## src/rtl/hilo_muldiv_unit.sv

```systemverilog
`default_nettype none
// ============================================================================
// Module   : hilo_muldiv_unit
// Purpose  : Multi-cycle MULT/MULTU/DIV/DIVU unit owning the HI/LO registers.
//            Optional macro DIV_ZERO_FAST_EN: divide-by-zero commits after 1 cycle.
// Revision : 1.0 - initial release
// ============================================================================
module hilo_muldiv_unit #(
   parameter int unsigned MULT_CYCLES = 4
) (
   input  logic        clk,
   input  logic        reset,
   input  logic        start,
   input  logic [1:0]  op,
   input  logic [31:0] rs_content,
   input  logic [31:0] rt_content,
   input  logic        mthi,
   input  logic        mtlo,
   input  logic [31:0] wdata,
   output logic        busy,
   output logic        done,
   output logic [31:0] hi,
   output logic [31:0] lo
);

   typedef enum logic [1:0] {
      S_IDLE = 2'd0,
      S_MUL  = 2'd1,
      S_DIV  = 2'd2
   } state_t;

   localparam int unsigned c_div_cycles = 33;
   localparam logic [5:0]  c_mul_last   = 6'(MULT_CYCLES - 1);
   localparam logic [5:0]  c_div_fix    = 6'(c_div_cycles - 1);

   state_t      r_state;
   logic [5:0]  r_cnt;
   logic        r_signed;
   logic [31:0] r_a;
   logic [31:0] r_b;
   logic [31:0] r_rem;
   logic [31:0] r_quo;
   logic        r_neg_q;
   logic        r_neg_r;
   logic        r_dz;
   logic [31:0] r_hi;
   logic [31:0] r_lo;
   logic        r_busy;
   logic        r_done;

   logic        w_signed;
   logic        w_a_neg;
   logic        w_b_neg;
   logic [31:0] w_a_mag;
   logic [31:0] w_b_load;
   logic [5:0]  w_div_cnt0;
   logic [63:0] w_mul_a;
   logic [63:0] w_mul_b;
   logic [63:0] w_prod;
   logic [32:0] w_shift;
   logic [32:0] w_diff;
   logic [31:0] w_q;
   logic [31:0] w_r;

   assign w_signed = ~op[0];
   assign w_a_neg  = w_signed & rs_content[31];
   assign w_b_neg  = w_signed & rt_content[31];
   assign w_a_mag  = w_a_neg ? (~rs_content + 32'd1) : rs_content;
   // Divides keep the divisor magnitude in r_b; multiplies keep it raw.
   assign w_b_load = (op[1] & w_b_neg) ? (~rt_content + 32'd1) : rt_content;

`ifdef DIV_ZERO_FAST_EN
   assign w_div_cnt0 = (rt_content == 32'd0) ? c_div_fix : 6'd0;
`else
   assign w_div_cnt0 = 6'd0;
`endif

   assign w_mul_a = {{32{r_a[31] & r_signed}}, r_a};
   assign w_mul_b = {{32{r_b[31] & r_signed}}, r_b};
   assign w_prod  = w_mul_a * w_mul_b;

   // Restoring step: shift in next dividend bit, subtract if it fits.
   assign w_shift = {r_rem, r_quo[31]};
   assign w_diff  = w_shift - {1'b0, r_b};

   assign w_q = r_neg_q ? (~r_quo + 32'd1) : r_quo;
   assign w_r = r_neg_r ? (~r_rem + 32'd1) : r_rem;

   always_ff @(posedge clk or posedge reset) begin
      if (reset) begin
         r_state  <= S_IDLE;
         r_cnt    <= 6'd0;
         r_signed <= 1'b0;
         r_a      <= 32'd0;
         r_b      <= 32'd0;
         r_rem    <= 32'd0;
         r_quo    <= 32'd0;
         r_neg_q  <= 1'b0;
         r_neg_r  <= 1'b0;
         r_dz     <= 1'b0;
         r_hi     <= 32'd0;
         r_lo     <= 32'd0;
         r_busy   <= 1'b0;
         r_done   <= 1'b0;
      end else begin
         r_done <= 1'b0;
         case (r_state)
            S_IDLE: begin
               if (start) begin
                  r_signed <= w_signed;
                  r_a      <= rs_content;
                  r_b      <= w_b_load;
                  r_quo    <= w_a_mag;
                  r_rem    <= 32'd0;
                  r_neg_q  <= w_a_neg ^ w_b_neg;
                  r_neg_r  <= w_a_neg;
                  r_dz     <= (rt_content == 32'd0);
                  r_busy   <= 1'b1;
                  r_cnt    <= op[1] ? w_div_cnt0 : 6'd0;
                  r_state  <= op[1] ? S_DIV : S_MUL;
               end else begin
                  if (mthi) r_hi <= wdata;
                  if (mtlo) r_lo <= wdata;
               end
            end
            S_MUL: begin
               if (r_cnt == c_mul_last) begin
                  {r_hi, r_lo} <= w_prod;
                  r_busy  <= 1'b0;
                  r_done  <= 1'b1;
                  r_cnt   <= 6'd0;
                  r_state <= S_IDLE;
               end else begin
                  r_cnt <= r_cnt + 6'd1;
               end
            end
            S_DIV: begin
               if (r_cnt == c_div_fix) begin
                  if (r_dz) begin
                     r_lo <= 32'hFFFF_FFFF;
                     r_hi <= r_a;
                  end else begin
                     r_lo <= w_q;
                     r_hi <= w_r;
                  end
                  r_busy  <= 1'b0;
                  r_done  <= 1'b1;
                  r_cnt   <= 6'd0;
                  r_state <= S_IDLE;
               end else begin
                  if (!w_diff[32]) begin
                     r_rem <= w_diff[31:0];
                     r_quo <= {r_quo[30:0], 1'b1};
                  end else begin
                     r_rem <= w_shift[31:0];
                     r_quo <= {r_quo[30:0], 1'b0};
                  end
                  r_cnt <= r_cnt + 6'd1;
               end
            end
            default: r_state <= S_IDLE;
         endcase
      end
   end

   assign busy = r_busy;
   assign done = r_done;
   assign hi   = r_hi;
   assign lo   = r_lo;

endmodule
`default_nettype wire

```

## config.mk

```make
export PLATFORM = sky130hd
export DESIGN_NAME = hilo_muldiv_unit
export DESIGN_NICKNAME = d
export VERILOG_FILES = /design/src/rtl/hilo_muldiv_unit.sv
export SDC_FILE = /design/constraint.sdc
export NUM_CORES = 2
export LEC_CHECK = 0
export ABC_AREA = 1
export ABC_CLOCK_PERIOD_IN_PS = 8440
export BUFFER_PORTS_ARGS = -buffer_cell sky130_fd_sc_hd__clkbuf_2
export CORE_MARGIN = 10
export CORE_UTILIZATION = 43
export DETAILED_ROUTE_END_ITERATION = 6
export PLACE_DENSITY = 0.66
export REMOVE_ABC_BUFFERS = 1
export SLEW_MARGIN = 20
export SYNTH_ARGS = -nofsm -noshare
export SYNTH_HDL_FRONTEND = slang
export SYNTH_SLANG_ARGS = --single-unit
```

## constraint.sdc

```tcl
create_clock -name clk -period 8.44 [get_ports clk]
set_clock_uncertainty 0.2 [all_clocks]
set_input_delay 2.11 -clock clk [delete_from_list [all_inputs] [get_ports clk]]
set_output_delay 2.11 -clock clk [all_outputs]
set_load 0.05 [all_outputs]
```

* Word level (Yosys, flattened, before mapping)
Cells that the tools add are included.
W data, S select, Z words.
** Operators by class
- Add/subtract/negate cells :: 6
- Multipliers :: 1
- Equality and inequality tests :: 11
- Muxes and demuxes :: 40
- Bitwise gates (word level) :: 11
- Reduce and logical (&&, ||, !) cells :: 11
** Operator list (count)
- $mux W32 :: 19
- $pmux W32 S3 :: 2
- $add A32 B1 Y32 const B :: 4
- $not A32 Y32 :: 4
- $pmux W32 S2 :: 2
- $mul A33 B33 Y64 :: 1
- $sub A33 B32 Y33 :: 1
- $logic_not A32 Y1 :: 1
- $mux W6 :: 3
- $pmux W6 S3 :: 1
- $ne A2 B2 Y1 const B :: 7
- $reduce_and A5 Y1 :: 2
- $mux W2 :: 4
- $add A6 B1 Y6 const B :: 1
- $eq A6 B2 Y1 const B :: 1
- $eq A6 B6 Y1 const B :: 1
- $mux W1 :: 6
- $pmux W2 S3 :: 1
- $reduce_and A3 Y1 :: 2
- $and A1 B1 Y1 :: 5
- $reduce_and A2 Y1 :: 2
- $reduce_and A4 Y1 :: 1
- $pmux W1 S3 :: 1
- $reduce_bool A3 Y1 :: 1
- 7 further kinds :: 7
** Storage, ports and cells
- Flip-flop bits (word level) :: 206
- Logic and storage cells :: 94

* Depth between registers and ports, before layout
- Word-level depth :: 6
- Gate-level depth with buffers :: 38
- Depth with buffers taken out :: 36

* Worst setup path before layout
Ideal clock, no wire load.
- Path kind :: flip-flop to flip-flop
- From :: register r_a[31]
- To :: register r_hi[27] (netlist: hi[27])
- Library setup time :: 84 ps
- Data arrival time :: 7489 ps
- Path slack :: 667 ps
- Cell stages (with the launch flop) :: 30
- Buffers on the path :: 2
- Period minus slack after synthesis :: 7773 ps
- Path through :: dfrtp_1 > clkbuf_1 > nand2_1 > clkbuf_1 > nor2_1 > fa_1 > inv_1 > fa_1 > inv_1 > fa_1 > inv_1 > fa_1 > fa_1 > fa_1 > fa_1 > fa_1 > inv_1 > ha_1 > a21oi_1 > a21boi_0 > nor2_1 > nor2_1 > nand2_1 > a21oi_1 > nand2_1 > nand2_1 > nand3_1 > nand2_1 > nand2_1 > a21boi_0
** On the way
- Word-level cells in the longest chain between the ends :: 4
** RTL lines
- start, declared :: line 39 : logic [31:0] r_a;
- start signal, assigned :: line 111 : r_a <= rs_content;
- $and A1 B1 Y1 :: line 78 : assign w_mul_a = {{32{r_a[31] & r_signed}}, r_a};
- $mul A33 B33 Y64 * :: line 80 : assign w_prod = w_mul_a * w_mul_b;
- $mux W32 * :: line 127 : if (r_cnt == c_mul_last) begin
- $pmux W32 S3 * :: line 107 : case (r_state)
- end signal, assigned :: line 122 : if (mthi) r_hi <= wdata;
- end signal, assigned :: line 128 : {r_hi, r_lo} <= w_prod;
- end signal, assigned :: line 141 : r_hi <= r_a;
- end, declared :: line 46 : logic [31:0] r_hi;
Every way passes the cells marked *; elsewhere a longest branch is shown, timed or not. The select of a mux whose other input is x is not followed.
A chain may end at the register's enable or synchronous reset.

* Worst setup path after layout
- From :: register r_b[14]
- To :: register r_lo[25] (netlist: lo[25])
** On the way
- Word-level cells in the longest chain between the ends :: 3
** RTL lines
- start, declared :: line 40 : logic [31:0] r_b;
- start signal, assigned :: line 112 : r_b <= w_b_load;
- $mul A33 B33 Y64 :: line 80
- $mux W32 :: line 127
- $pmux W32 S3 :: line 107
- end signal, assigned :: line 123 : if (mtlo) r_lo <= wdata;
- end signal, assigned :: line 128
- end signal, assigned :: line 143 : r_lo <= w_q;
- end, declared :: line 47 : logic [31:0] r_lo;
Every way passes these cells. The select of a mux whose other input is x is not followed.

==> run metrics <==
Synth top area share=0.405; Core ar.=0.128 mm2; register area=0.00518 mm2; CP endpoint kind=register; CTS tree=built; clock sink count=206; critical-path cell with the highest stage delay=fa_1; CTS Root Cell=clkbuf_16; FP Rows=131; Synth area leaders=fa_1, nand2_1, inv_1; CP max FO=23; Final min period=8.14 ns; Ys Warns=0; post-synthesis area per instance=7.40 um2; Final Max Tran Viols=0; most used cell, CP=fa_1; Nets=9070; critical setup path kind=register to register; Num CTS Buffers=27; IO buf count=168; number of distinct library cells after synthesis=51; final wirelength=197000 um; total gr overflow=0; Slew HR=0.334; Worst path max stage delay=0.52 ns; Pre-antenna DRT Iters=6; Min-Delay Path Class=register to register; Post-CTS Hold Buffers=0; fraction of registers with async set/reset=1.00; FF+latch count, synth=206; Initial Util=0.435; Clock Path Buffers=3; Area Growth Syn to Fin=8.35%; final hold violation count=0; Post-synth EDFFs=0; sequential area share after synthesis=0.0926; Fmax=123 MHz; vias in the first global route=50100; antenna violations before repair=6; Clk Latency, worst-skew pair=0.65 ns; # DRC=0; final setup vio count=0; Post-DP HPWL=167000 um; DIE AREA=0.144 mm2; antenna viol nets, final=0; most frequent cell after synthesis=nand2_1; status=finished clean; GRT Overall Usage=0.271; WP data required=8.74 ns; I/O Pins=169; Yosys top cell by area=fa_1; Post-synth top cells=nand2_1, inv_1, fa_1; final period utilization=0.964; worst slew pin tran=0.999 ns; share of cells above drive strength 1=0.0700; Clock transition at path regs=0.06 ns; RSZ-0062 raised after global routing=no; vias per cell=5.23; H-tree levels=1; DIE HEIGHT=380 um; Mapped Cells=7519; Post-Syn Area=0.0556 mm2; Max-Cap Viols=0; first-pass GRT wire length=306000 um; largest net degree at the start of global routing=85; Initial DRC Count=4206; via count=48800; post-DR wirelength/cell=21.1 um; Die Wd=380 um; area of the multi-input gates=0.0419 mm2; Fin Setup TNS=0 ns; gpl congestion=0.986; filler cell count=12900; Critical Path AT=8.44 ns; Startpoint Class=register; Top FF cell, synth=dfrtp_1
## flip-flops by register name (all words and copies together), names as in the netlist, 2 cells and up
register	cells
r_quo	32
r_rem	32
r_b	32
r_a	32
r_cnt	6
hi	32
r_state	2
lo	32
## layout by cell type, fill, tap and decap left out, types with 186 or more instances in the layout
master and instances:
o21ai_0 265, fa_1 1126, dfrtp_1 186, inv_1 1903, nand3_1 227, nor2_1 475
buf_4 205, ha_1 250, a21oi_1 207, nand2_1 2041
## worst paths after layout
| check | to | start | cells past startpoint | slack (ns) |
|---|---|---|---|---|
| min | lo[1] | lo[1] | 2 | 0.29 |
| max in group asynchronous | r_b[18] | reset | 3 | 4.94 |
| max | lo[25] | r_b[14] | 28 | 0.30 |
| max reg2reg | lo[25] | r_b[14] | 28 | 0.30 |
| min reg2reg | lo[1] | lo[1] | 2 | 0.29 |
| min in group asynchronous | lo[16] | reset | 2 | 1.38 |
## layer usage
layer,wire length [um],part of all wire,global-route usage,up-vias
li1,-,-,-,22000
met1,82700,0.42,0.374,24600
met2,92100,0.47,0.446,1948
met3,16300,0.083,0.0396,277
met4,5350,0.027,0.0678,6
met5,120,0.00061,0.00496,-
## cell type report
type | instances | share of cell area
clock buffers | 31 | 0.0115
inverters | 1913 | 0.119
flip-flops and latches | 206 | 0.0860
diodes | 3 | 0.000125
repair buffers | 403 | 0.0493
clock inverters | 15 | 0.00222
multi-input cells | 5036 | 0.696
well taps | 1729 | 0.0359
## cells by family after synthesis
kind of cell	share of synthesized area
xor gates and xnor gates	0.0139
and+or+nand+nor	0.206
buffers and inverters	0.155
DFF	0.0926
AOI/OAI and AO/OA	0.0704
muxes	0.000360
adders and majority gates	0.462
## per-stage QoR
stage	setup slack (ns)	area (um2)	utilization	cells	hold slack [ns]
after floorplan	0.0987	54200	-	7155	0.271
after global placement	0.0150	59400	0.464	9285	0.269
after detailed placement	0.0533	59400	0.464	9285	0.274
after CTS	0.0134	60200	0.470	9331	0.289
after global routing	0.00945	60300	0.471	9333	0.306
final	0.300	60300	0.471	9336	0.289
## worst max-delay path, delay by kind of cell (launching register included)
| kind | cells | cell delay, ns |
|---|---|---|
| fa+ha+maj | 9 | 4.08 |
| compound gates | 6 | 1.75 |
| buf+inv | 10 | 1.11 |
| simple gates | 3 | 0.36 |
| flops | 1 | 0.49 |
## timing repair
item,in CTS,in global routing
gates resized for setup,1,30
setup buffers,0,2
endpoints found under the setup margin,1,25
pin swaps,0,0
Power is not shown: default switching activity piles up to over one toggle a cycle in this logic, so the estimate is an artifact.
